## config.mk

```make
export PLATFORM = sky130hd
export DESIGN_NAME = bus_scatter
export DESIGN_NICKNAME = d
export VERILOG_FILES = /design/src/rtl/bus_pkg.sv /design/src/rtl/bus_timeout_cnt.sv /design/src/rtl/bus_scatter.sv
export SDC_FILE = /design/constraint.sdc
export NUM_CORES = 1
export LEC_CHECK = 0
export CORE_UTILIZATION = 38
export DETAILED_ROUTE_END_ITERATION = 10
export PLACE_DENSITY = 0.77
export SYNTH_ARGS = -nofsm -noshare
export SYNTH_HDL_FRONTEND = slang
export SYNTH_SLANG_ARGS = --single-unit
```

## constraint.sdc

```tcl
create_clock -name clk -period 1.4 [get_ports clk]
set_input_delay 0.28 -clock clk [delete_from_list [all_inputs] [get_ports clk]]
set_output_delay 0.28 -clock clk [all_outputs]
set_load 0.01 [all_outputs]
```

## src/rtl/bus_pkg.sv

```systemverilog
// Shared definitions for the memory bus request mux and response scatter.
package bus_pkg;

    typedef enum logic [1:0] {
        OWN_NONE = 2'd0,
        OWN_I    = 2'd1,
        OWN_D    = 2'd2,
        OWN_U    = 2'd3
    } owner_t;

    typedef enum logic {
        ST_IDLE = 1'b0,
        ST_WAIT = 1'b1
    } state_t;

    localparam logic [31:0] TIMEOUT_DATA = 32'h0000_0000;

    // The order of these checks matches the request mux arbitration order.
    function automatic owner_t rd_owner_pick(input logic i_req, input logic d_req, input logic u_req);
        if (u_req)      return OWN_U;
        else if (i_req) return OWN_I;
        else if (d_req) return OWN_D;
        else            return OWN_NONE;
    endfunction

    function automatic owner_t wr_owner_pick(input logic d_req, input logic u_req);
        if (u_req)      return OWN_U;
        else if (d_req) return OWN_D;
        else            return OWN_NONE;
    endfunction

endpackage

```

## src/rtl/bus_timeout_cnt.sv

```systemverilog
// Pending-op watchdog for bus_scatter; only instantiated when BUS_TIMEOUT_EN is defined.
module bus_timeout_cnt #(
    parameter int TO_W        = 10,
    parameter int TIMEOUT_CYC = 1024
) (
    input  logic clk,
    input  logic rst,
    input  logic clr_i,
    input  logic run_i,
    output logic expire_o
);

    logic [TO_W-1:0] cnt_q, cnt_d;

    always_comb begin
        cnt_d = cnt_q;
        if (clr_i)      cnt_d = '0;
        else if (run_i) cnt_d = cnt_q + 1'b1;
    end

    always_ff @(posedge clk) begin
        if (rst) cnt_q <= '0;
        else     cnt_q <= cnt_d;
    end

    assign expire_o = run_i && (cnt_q == TO_W'(TIMEOUT_CYC - 1));

endmodule

```

## src/rtl/bus_scatter.sv

```systemverilog
// Response side of the shared memory bus: remembers who owns the outstanding read/write
// and routes the qspi completion back to that owner. Optional watchdog under BUS_TIMEOUT_EN.
module bus_scatter
    import bus_pkg::*;
#(
    parameter int TIMEOUT_CYC = 1024,
    parameter int TO_W        = 10
) (
    input  logic        clk,
    input  logic        rst,
    input  logic        i_read_req,
    input  logic        d_read_req,
    input  logic        d_write_req,
    input  logic        u_read_req,
    input  logic        u_write_req,
    input  logic        read_valid,
    input  logic [31:0] read_data,
    input  logic        write_done,
    output logic        i_read_valid,
    output logic        d_read_valid,
    output logic        u_read_valid,
    output logic [31:0] rd_data,
    output logic        d_write_done,
    output logic        u_write_done,
    output logic        bus_busy,
    output logic        bus_err
);

    if ((2 ** TO_W) < TIMEOUT_CYC) begin : g_bad_to_w
        $error("TO_W too narrow for TIMEOUT_CYC");
    end

    state_t      state_q, state_d;
    owner_t      rd_own_q, rd_own_d;
    owner_t      wr_own_q, wr_own_d;
    logic        i_rv_q, i_rv_d;
    logic        d_rv_q, d_rv_d;
    logic        u_rv_q, u_rv_d;
    logic        d_wd_q, d_wd_d;
    logic        u_wd_q, u_wd_d;
    logic        err_q, err_d;
    logic [31:0] rd_data_q, rd_data_d;

    logic rd_req, wr_req, rd_pend, wr_pend;
    logic rd_cap, wr_cap, rd_done, wr_done, rd_to, wr_to, rd_fin, wr_fin;
    logic to_exp;

    assign rd_req  = i_read_req | d_read_req | u_read_req;
    assign wr_req  = d_write_req | u_write_req;
    assign rd_pend = (rd_own_q != OWN_NONE);
    assign wr_pend = (wr_own_q != OWN_NONE);

    // A slot that is completing this cycle is still occupied, so a same-cycle strobe is dropped.
    assign rd_cap  = rd_req && !rd_pend;
    assign wr_cap  = wr_req && !wr_pend;
    assign rd_done = read_valid && rd_pend;
    assign wr_done = write_done && wr_pend;
    assign rd_to   = to_exp && rd_pend && !rd_done;
    assign wr_to   = to_exp && wr_pend && !wr_done;
    assign rd_fin  = rd_done | rd_to;
    assign wr_fin  = wr_done | wr_to;

`ifdef BUS_TIMEOUT_EN
    bus_timeout_cnt #(
        .TO_W        (TO_W),
        .TIMEOUT_CYC (TIMEOUT_CYC)
    ) u_timeout (
        .clk      (clk),
        .rst      (rst),
        .clr_i    (rd_fin | wr_fin | rd_cap | wr_cap),
        .run_i    (state_q == ST_WAIT),
        .expire_o (to_exp)
    );
`else
    assign to_exp = 1'b0;
`endif

    always_comb begin
        rd_own_d  = rd_own_q;
        wr_own_d  = wr_own_q;
        rd_data_d = rd_data_q;
        i_rv_d    = 1'b0;
        d_rv_d    = 1'b0;
        u_rv_d    = 1'b0;
        d_wd_d    = 1'b0;
        u_wd_d    = 1'b0;
        err_d     = rd_to | wr_to;

        if (rd_fin) begin
            i_rv_d    = (rd_own_q == OWN_I);
            d_rv_d    = (rd_own_q == OWN_D);
            u_rv_d    = (rd_own_q == OWN_U);
            rd_data_d = rd_done ? read_data : TIMEOUT_DATA;
            rd_own_d  = OWN_NONE;
        end else if (rd_cap) begin
            rd_own_d  = rd_owner_pick(i_read_req, d_read_req, u_read_req);
        end

        if (wr_fin) begin
            d_wd_d   = (wr_own_q == OWN_D);
            u_wd_d   = (wr_own_q == OWN_U);
            wr_own_d = OWN_NONE;
        end else if (wr_cap) begin
            wr_own_d = wr_owner_pick(d_write_req, u_write_req);
        end
    end

    always_comb begin
        state_d = state_q;
        case (state_q)
            ST_IDLE: if (rd_cap || wr_cap) state_d = ST_WAIT;
            ST_WAIT: if (rd_own_d == OWN_NONE && wr_own_d == OWN_NONE) state_d = ST_IDLE;
            default: state_d = ST_IDLE;
        endcase
    end

    always_ff @(posedge clk) begin
        if (rst) begin
            state_q   <= ST_IDLE;
            rd_own_q  <= OWN_NONE;
            wr_own_q  <= OWN_NONE;
            rd_data_q <= '0;
            i_rv_q    <= 1'b0;
            d_rv_q    <= 1'b0;
            u_rv_q    <= 1'b0;
            d_wd_q    <= 1'b0;
            u_wd_q    <= 1'b0;
            err_q     <= 1'b0;
        end else begin
            state_q   <= state_d;
            rd_own_q  <= rd_own_d;
            wr_own_q  <= wr_own_d;
            rd_data_q <= rd_data_d;
            i_rv_q    <= i_rv_d;
            d_rv_q    <= d_rv_d;
            u_rv_q    <= u_rv_d;
            d_wd_q    <= d_wd_d;
            u_wd_q    <= u_wd_d;
            err_q     <= err_d;
        end
    end

    a_rd_collide: assert property (@(posedge clk) disable iff (rst) !(rd_req && rd_pend))
        else $error("read strobe while a read is already pending");
    a_wr_collide: assert property (@(posedge clk) disable iff (rst) !(wr_req && wr_pend))
        else $error("write strobe while a write is already pending");

    assign i_read_valid = i_rv_q;
    assign d_read_valid = d_rv_q;
    assign u_read_valid = u_rv_q;
    assign rd_data      = rd_data_q;
    assign d_write_done = d_wd_q;
    assign u_write_done = u_wd_q;
    assign bus_busy     = (state_q == ST_WAIT);
    assign bus_err      = err_q;

endmodule
```

==> run metrics, run 1 <==
Finished Layout Cells=309; final worst slack=0.185 ns; CORE AREA=3720 um2; # DRC=0; leakage power=0.00105 uW; grt total ovfl=0; number of clock sinks=42; Max-Cap Viols=0; Clock Path Buffers=2; period utilisation layout=86.8%; DR WL/cell=11.0 um; synth warn=0; syn nets=219; Inserted Clock Buffers=5; crit-path leading delay family=flip-flops; fmax=0.823 GHz; die area=4170 um2; crit path DAT=0.94 ns; Hold Crit Class=reg -> reg; commonest non-fill, non-tap cell in the layout=nand2_1; Clock Latency Late Sink=0.29 ns; register share of total power=50.6%; Tmin final=1.22 ns; Main synth FF type=dfxtp_1; Pins Over Slew Limit=0; CTS tree=yes; Avg Synthesized Cell Area=8.36 um2; ant diodes=0; Crit path largest cell delay=0.37 ns; Clock Pin Slew Worst Setup and Hold Paths=0.08 ns; Synth Register Bits=42; Final Hold Fails=0; Synth Instances=178; largest net degree at the start of global routing=28; Worst Skew=0.00574 ns; share of post-route cells with drive strength above 1=6.90%; dpl hpwl=2460 um; ys async rst share=0%; DRT antenna net count=0; P_sw=673 uW; status=finished clean; CP startpoint kind=flop; initial antenna violation count=0; Final Net Count=301; Placed Cells incl. Taps=301; first-pass GRT wire length=5780 um; Bufs and invs on worst path=1; Cell Rows=22; count of input and output buffers=78; Pint=1940 uW; Final TNS setup=0 ns; CP Max Fanout=3; CP required=1.12 ns; Via density=4.70; Place WS=-0.103 ns; final wirelength=3400 um; power per cell area=1080 nW/um2; cell area after synthesis=1490 um2; vias post-DR=1451; Die Height=64.6 um; number of flops mapped to enable cells by yosys=0; Peak VDD IR=0.544 mV; part of the Yosys area used for sequential elements=56.5%; clk root buf=clkbuf_8; proportion of power drawn by combinational gates=18.7%; most frequent cells in the layout=65 x nand2_1, 42 x dfxtp_1, 40 x clkdlybuf4s50_1; Distinct cells, synth=23; vias in the first global route=1335; overall power=2610 uW; Ports=80; Net Sw Frac=25.7%; RSZ-0062 raised after global routing=false; slowest cell on the critical path=dfxtp_1; Clk pwr share=30.7%; Initial Util=40.0%; hold_ws=0.452 ns; Worst Setup Path Type=reg -> out; hold buffer count at cts=0; htree depth=2; worst-path cell chain=dlygate4sd2_1; Detailed Routing Iterations Pass 1=4; P&R area growth vs syn=62.2%; Die Width=64.6 um; # setup viols final=0; gr usage total=17.8%; Placer Congestion=0.694; number of DRC markers in iteration 0=134; Critical Path End Type=output port
power by group through the flow:
stage,registers (uW),clock network [uW],logic [uW]
floorplan,1380,0,189
global placement,1350,0,534
detailed placement,1360,0,538
CTS,1330,825,495
global route,1340,890,540
finish,1320,802,488
final timing paths:
check	end	slack [ns]	cells after the start	start
setup reg to reg	bus_busy$_SDFF_PP0_	0.20	3	rd_own_q[1]$_SDFF_PP0_
hold / removal	rd_data[24]$_SDFFE_PP0P_	0.45	2	rd_data[24]$_SDFFE_PP0P_
setup / recovery	bus_busy	0.18	1	bus_busy$_SDFF_PP0_
hold reg to reg	rd_data[24]$_SDFFE_PP0P_	0.45	2	rd_data[24]$_SDFFE_PP0P_
synthesized netlist by cell type (all sizes together), types with 2 or more instances:
cell	n	area [um2]
nor2	3	13.8
dfxtp	42	841
buf	9	53.8
nor2b	2	12.5
nor4bb	2	20.0
nand2	65	244
nand2b	3	18.8
a21oi	36	180
clkbuf	2	7.51
o21ai	5	28.8
layer usage:
metal  vias up  part of all wire (%)  GRT usage, %
li1        747                     -             -
met1       642                    46          21.6
met2        57                    46          29.2
met3         5                   7.5          5.81
met4         0                   1.1          6.67
met5         -                     0             0
timing repair:
item                       in CTS  in global routing
buffers inserted                0                  0
gates resized for setup        38                  0
setup endpoints to repair      38                  0
per-stage QoR:
| step | cell area, um2 | util (%) |
|---|---|---|
| 5_1_grt | 2410 | 64.9 |
| 3_5_place_dp | 2360 | 63.6 |
| 4_1_cts | 2410 | 64.9 |
| 6_report | 2410 | 64.9 |
| 2_1_floorplan | 1490 | - |
| 3_3_place_gp | 2360 | 63.6 |
cell families (layout without fill, tap and decap cells):
logic type	after synthesis	after routing	synth area share (%)
AND/OR/NAND/NOR	79	79	22.9
AO/OA/AOI/OAI	45	45	16.2
flip-flops	42	42	56.5
buffers and inverters	11	94	4.12
other	1	1	0.252
registers in the layout (all words and copies together), names as in the netlist:
signal,count
rd_data,32
rd_own_q,2
wr_own_q,2
bus_busy,1
d_read_valid,1
d_write_done,1
i_read_valid,1
u_read_valid,1
u_write_done,1
area by class of cell:
type / count / area, um2
Clock inverter: 2 / 12.5
Sequential cell: 42 / 841
Clock buffer: 6 / 82.6
Tap cell: 48 / 60.1
Multi-Input combinational cell: 125 / 586
Fill cell: 353 / 1300
Timing Repair Buffer: 86 / 831
Note: power is estimated with default switching activity, not from simulation.
==> inputs of run 2 (changes only) <==
Settings changed: PLACE_DENSITY 0.77 to 0.83, SYNTH_HIERARCHICAL from default to 1.
==> run 2 against run 1 <==
Total power fell by 3.7%. Setup slack got worse by 0.043 ns. Clock power fell by 12%. Sequential share of layout area rose by 0.50 points. Global-route usage fell by 0.053 points. Cell area fell by 1.4%. Largest power group unchanged.
==> run metrics, run 2 <==
main combinational cell family by area after synthesis=simple AND/OR/NAND/NOR gates; P&R area growth vs syn=59.9%; fmax=0.795 GHz (-3.4%); clk root buf=clkbuf_8; grt total ovfl=0 (unchanged); fin area=2380 um2 (-1.4%); top cells by area, synth=dfxtp_1 57%, nand2_1 16%, a21oi_1 12%, buf_4 2.0%, buf_2 1.3%; period utilisation layout=89.8% (+3.0 points); crit path DAT=1.48 ns (+0.54 ns); register share of total power=52.6% (+2.0 points); Final TNS setup=0 ns (unchanged); worst-path cell chain=clkdlybuf4s50_1 -> o21a_1 -> buf_12 -> nand2_1 -> a21oi_1; Clock Path Buffers=2 (unchanged); Final Hold Fails=0 (unchanged); synth warn=6 (+6); Net Sw Frac=25.0% (-0.70 points); proportion of power drawn by combinational gates=19.3% (+0.6 points); status=finished clean; Largest register FFs=32 (unchanged); RSZ-0062 raised after global routing=false; commonest non-fill, non-tap cell in the layout=nand2_1; power per cell area=1060 nW/um2 (-2.3%); Distinct cells, synth=23 (unchanged); CTS tree=yes; Peak VDD IR=0.665 mV (+22%); Detailed Routing Iterations Pass 1=4 (unchanged); adder-cell share of the synthesized area=0% (unchanged); FF-to-FF path depth=3 (unchanged); P_sw=631 uW (-6.3%); ys async rst share=0% (unchanged); htree depth=2 (unchanged); dpl cell area=2350 um2 (-0.64%); Final Net Count=299 (-0.66%); Synth top cells by count=65 x nand2_1, 42 x dfxtp_1, 36 x a21oi_1; DRT antenna net count=0 (unchanged); number of flops mapped to enable cells by yosys=0 (unchanged); Via density=4.72 (+0.56%); cell taking the most area after synthesis=dfxtp_1; Clock Pin Slew Worst Setup and Hold Paths=0.07 ns (about the same); Pint=1890 uW (-2.8%); cell area after synthesis=1490 um2 (unchanged); largest net degree at the start of global routing=33 (+18%); Reg area=841 um2 (unchanged); Initial Util=40.0% (unchanged); Clk pwr share=28.1% (-2.6 points); count of input and output buffers=78 (unchanged); leakage power=0.00103 uW (-1.7%); number of DRC markers in iteration 0=103 (-23%); Clock Latency Late Sink=0.28 ns (about the same); syn nets=219 (unchanged); part of the Yosys area used for sequential elements=56.5% (unchanged); Cell Rows=22 (unchanged); slowest cell on the critical path=clkdlybuf4s50_1; Hold Crit Class=reg -> reg; crit-path leading delay family=buffers and inverters; Placer Congestion=0.678 (-2.3%); gr usage total=17.8% (-0.053 points); vias post-DR=1445 (-0.41%); # DRC=0 (unchanged); CP required=1.62 ns (+0.50 ns); Simple-Gate Fraction of Synth Area=22.9% (unchanged); share of post-route cells with drive strength above 1=5.04% (-1.9 points); die area=4170 um2 (unchanged); DR WL/cell=11.3 um (+2.7%); final wirelength=3460 um (+1.7%); Filler Cells Inserted=351 (-0.57%); Synth Register Bits=42 (unchanged); CP Max Fanout=32 (+29); Worst Hold Depth=2 (unchanged); Tmin final=1.26 ns (+0.0426 ns); Avg Synthesized Cell Area=8.36 um2 (unchanged); Critical Path End Type=flop; multi-input logic area=586 um2 (unchanged); CORE AREA=3720 um2 (unchanged); Bufs and invs on worst path=2 (+1); Synth Area in XOR/XNOR=0% (unchanged); mux share of post-synthesis cell area=0% (unchanged); Main synth FF type=dfxtp_1; ant diodes=0 (unchanged); CP startpoint kind=primary input; Worst Setup Path Type=in -> reg; vias in the first global route=1344 (+0.67%); first-pass GRT wire length=5700 um (-1.3%); count leader, synth=nand2_1; Die Height=64.6 um (unchanged); dpl hpwl=2590 um (+5.5%); post-synthesis compound-gate area fraction=16.2% (unchanged); number of clock sinks=42 (unchanged); Final Core Density=64.0% (-0.91 points); Synth Instances=178 (unchanged); most frequent cells in the layout=65 x nand2_1, 42 x dfxtp_1, 40 x clkdlybuf4s50_1; critical path depth=5 (+4); Pins Over Slew Limit=0 (unchanged); initial antenna violation count=0 (unchanged); Worst Skew=0.00533 ns (-0.000407 ns); Inserted Clock Buffers=5 (unchanged); # Post-CTS Setup Buffers=0 (unchanged); Ports=80 (unchanged); Max-Cap Viols=0 (unchanged); Crit path largest cell delay=0.59 ns (+0.22 ns); # setup viols final=0 (unchanged); Die Width=64.6 um (unchanged); Synth top area share=56.5% (unchanged)
==> run 2: through the flow <==
step                hold slack (ns)  std cells  total power, uW  worst slack [ns]
floorplan                     0.358        178             1570             0.348
global placement              0.441        299             1880           -0.0856
detailed placement            0.446        299             1900            -0.163
CTS                           0.454        306             2560             0.135
global route                  0.468        306             2670            0.0621
finish                        0.451        306             2520             0.142
==> run 2: layer usage <==
| metal | global-route usage, % | vias to the layer above | part of all wire, % |
|---|---|---|---|
| li1 | - | 741 | - |
| met1 | 18.8 | 652 | 41 |
| met2 | 32.0 | 50 | 51 |
| met3 | 7.39 | 2 | 7.8 |
| met4 | 5.00 | 0 | 0.38 |
| met5 | 0 | - | 0 |
==> run 2: worst paths after layout <==
| path | from | end | slack (ns) |
|---|---|---|---|
| worst max-delay path | read_valid | rd_data[27]$_SDFFE_PP0P_ | 0.14 |
| worst min-delay path | rd_data[15]$_SDFFE_PP0P_ | rd_data[15]$_SDFFE_PP0P_ | 0.45 |
| worst max register to register | rd_own_q[1]$_SDFF_PP0_ | bus_busy$_SDFF_PP0_ | 0.23 |
| worst min register to register | rd_data[15]$_SDFFE_PP0P_ | rd_data[15]$_SDFFE_PP0P_ | 0.45 |
==> run 2: area by class of cell <==
cell class,instances,share of cell area [%]
Clock buffer,7,3.21
Multi-Input combinational cell,125,24.6
Sequential cell,42,35.3
Tap cell,48,2.52
Timing Repair Buffer,84,34.3
==> run 2: power by group through the flow <==
stage	clock network [uW]	logic [uW]	registers [uW]
2_1_floorplan	0	189	1380
3_3_place_gp	0	531	1350
3_5_place_dp	0	539	1360
4_1_cts	737	495	1330
5_1_grt	799	532	1340
6_report	707	486	1320
==> run 2: cells by family (layout without fill, tap and decap cells) <==
family,after synthesis,in the layout
simple gates,79,79
flops,42,42
other cells,1,1
compound gates,45,45
buf+inv,11,91
==> run 2: what timing repair did <==
action,in CTS,in global routing
hold buffers,0,0
resized for setup,38,0
endpoints found under the setup margin,38,0
==> run 2: worst register-to-register path, stage by stage (launching register included) <==
cell and delay [ns]:
dfxtp_1 0.46, nor2_2 0.09, or3b_1 0.35, a41oi_1 0.18
==> inputs of run 3 (changes only) <==
Settings changed: CORE_UTILIZATION 38 to 28, PLACE_DENSITY 0.83 to 0.66, SYNTH_HIERARCHICAL 1 to default.
==> run 3 against run 2 <==
Hold slack worse by 0.00077 ns. Clock-buffer cell count rose by 1. Maximum frequency increased by 5.0%. Combinational power shrank 2%. Cell count increased by 8.2%. Utilization fell by 16 points. Sequential share of layout area decreased by 0.75 points. Largest cell class unchanged. Setup slack improved by 0.060 ns. Cell area up 2.2%. Total power up 6.7%. Register-to-register slack about the same. Non-clock buffer count is 2 higher.
==> run metrics, run 3 (synthesis results as in run 1) <==
Peak VDD IR=0.590 mV (-11%); gr usage total=13.3% (-4.5 points); vias in the first global route=1250 (-7.0%); initial antenna violation count=0 (unchanged); RSZ-0062 raised after global routing=false; FF-to-FF path depth=3 (unchanged); fmax=0.835 GHz (+5.0%); number of DRC markers in iteration 0=22 (-79%); Ports=80 (unchanged); vias post-DR=1421 (-1.7%); Worst Hold Depth=2 (unchanged); number of clock sinks=42 (unchanged); count of input and output buffers=78 (unchanged); Initial Util=29.1% (-11 points); CP startpoint kind=primary input; Clock Pin Slew Worst Setup and Hold Paths=0.07 ns (about the same); grt total ovfl=0 (unchanged); largest net degree at the start of global routing=28 (-15%); DR WL/cell=10.8 um (-4.0%); # DRC=0 (unchanged); Clock Latency Late Sink=0.29 ns (about the same); first-pass GRT wire length=5550 um (-2.5%); Bufs and invs on worst path=2 (unchanged); Pins Over Slew Limit=0 (unchanged); Placer Congestion=0.642 (-5.3%); crit-path leading delay family=buffers and inverters; Clock Path Buffers=2 (unchanged); # setup viols final=0 (unchanged); CTS tree=yes; Final Hold Fails=0 (unchanged); overall power=2690 uW (+6.7%); P&R area growth vs syn=63.3%; power per cell area=1110 nW/um2 (+4.4%); htree depth=2 (unchanged); # Post-CTS Setup Buffers=0 (unchanged); status=finished clean; flop2flop setup slack=0.23 ns (about the same); Final Net Count=301 (+0.67%); Worst Skew=0.00384 ns (-0.00149 ns); share of post-route cells with drive strength above 1=6.90% (+1.9 points); Crit path largest cell delay=0.54 ns (-0.05 ns); hold_ws=0.451 ns (-0.000770 ns); CP Max Fanout=17 (-47%); Worst Setup Path Type=in -> reg; most frequent cells in the layout=65 x nand2_1, 42 x dfxtp_1, 40 x clkdlybuf4s50_1; Filler Cells Inserted=543 (+55%); Max-Cap Viols=0 (unchanged); Largest register FFs=32 (unchanged); Tmin final=1.20 ns (-0.0604 ns); critical path depth=5 (unchanged); commonest non-fill, non-tap cell in the layout=nand2_1; Critical Path End Type=flop; clk root buf=clkbuf_8; crit path DAT=1.42 ns (-0.06 ns); final wirelength=3590 um (+3.9%); leakage power=0.00105 uW (+1.9%); Inserted Clock Buffers=5 (unchanged); Detailed Routing Iterations Pass 1=4 (unchanged); slowest cell on the critical path=clkdlybuf4s50_1; Die Height=74.9 um (+16%); CP required=1.62 ns (about the same); die area=5610 um2 (+35%); worst-path cell chain=clkdlybuf4s50_1 -> o21a_1 -> buf_4 -> nand2_1 -> a21oi_1; Hold Crit Class=reg -> reg; Via density=4.29 (-9.1%); Die Width=74.9 um (+16%); Cell Rows=26 (+18%); dpl hpwl=2560 um (-1.3%); ant diodes=0 (unchanged); period utilisation layout=85.5% (-4.3 points); DRT antenna net count=0 (unchanged); CORE AREA=5110 um2 (+37%)
[run 3: metrics by stage]
| step | area [um2] | util, % | setup TNS (ns) | worst slack [ns] | cells |
|---|---|---|---|---|---|
| 3_5_place_dp | 2370 | 46.3 | -2.56 | -0.118 | 323 |
| 3_3_place_gp | 2370 | 46.3 | -1.74 | -0.0704 | 323 |
| 4_1_cts | 2430 | 47.6 | 0 | 0.186 | 331 |
| 2_1_floorplan | 1490 | - | 0 | 0.348 | 178 |
| 6_report | 2430 | 47.6 | 0 | 0.203 | 331 |
| 5_1_grt | 2430 | 47.6 | 0 | 0.106 | 331 |
[run 3: area by class of cell]
type	count	area, um2	area share, %
flip-flops and latches	42	841	34.6
repair buffers	86	806	33.2
well taps	70	87.6	3.60
clock buffers	8	110	4.53
multi-input cells	125	586	24.1
[run 3: worst paths after layout]
kind                                                from                       end
worst min-delay path            rd_data[21]$_SDFFE_PP0P_  rd_data[21]$_SDFFE_PP0P_
worst min register to register  rd_data[21]$_SDFFE_PP0P_  rd_data[21]$_SDFFE_PP0P_
worst max register to register    rd_own_q[1]$_SDFF_PP0_       bus_busy$_SDFF_PP0_
worst max-delay path                          read_valid  rd_data[12]$_SDFFE_PP0P_
[run 3: per-layer routing]
layer	GRT usage (%)	part of all wire [%]	wire length (um)
met4	5.03	1.2	42
met5	0	0	0
met3	5.09	7.4	264
met2	21.7	47	1680
met1	15.8	45	1610
[run 3: what timing repair did]
| action | CTS | global route |
|---|---|---|
| endpoints found under the setup margin | 38 | 0 |
| gates resized for setup | 38 | 0 |
| hold buffers | 0 | 0 |
[run 3: worst register-to-register path, stage by stage (launching register included)]
cell and delay, ns:
dfxtp_1 0.46, nor2_2 0.09, or3b_1 0.35, a41oi_1 0.18
[run 3: power by group]
part	leakage [uW]	switching, uW	internal, uW
Clock	0.0000575	387	498
Sequential	0.000343	49.2	1280
Combinational	0.000652	219	258
Total	0.00105	655	2030
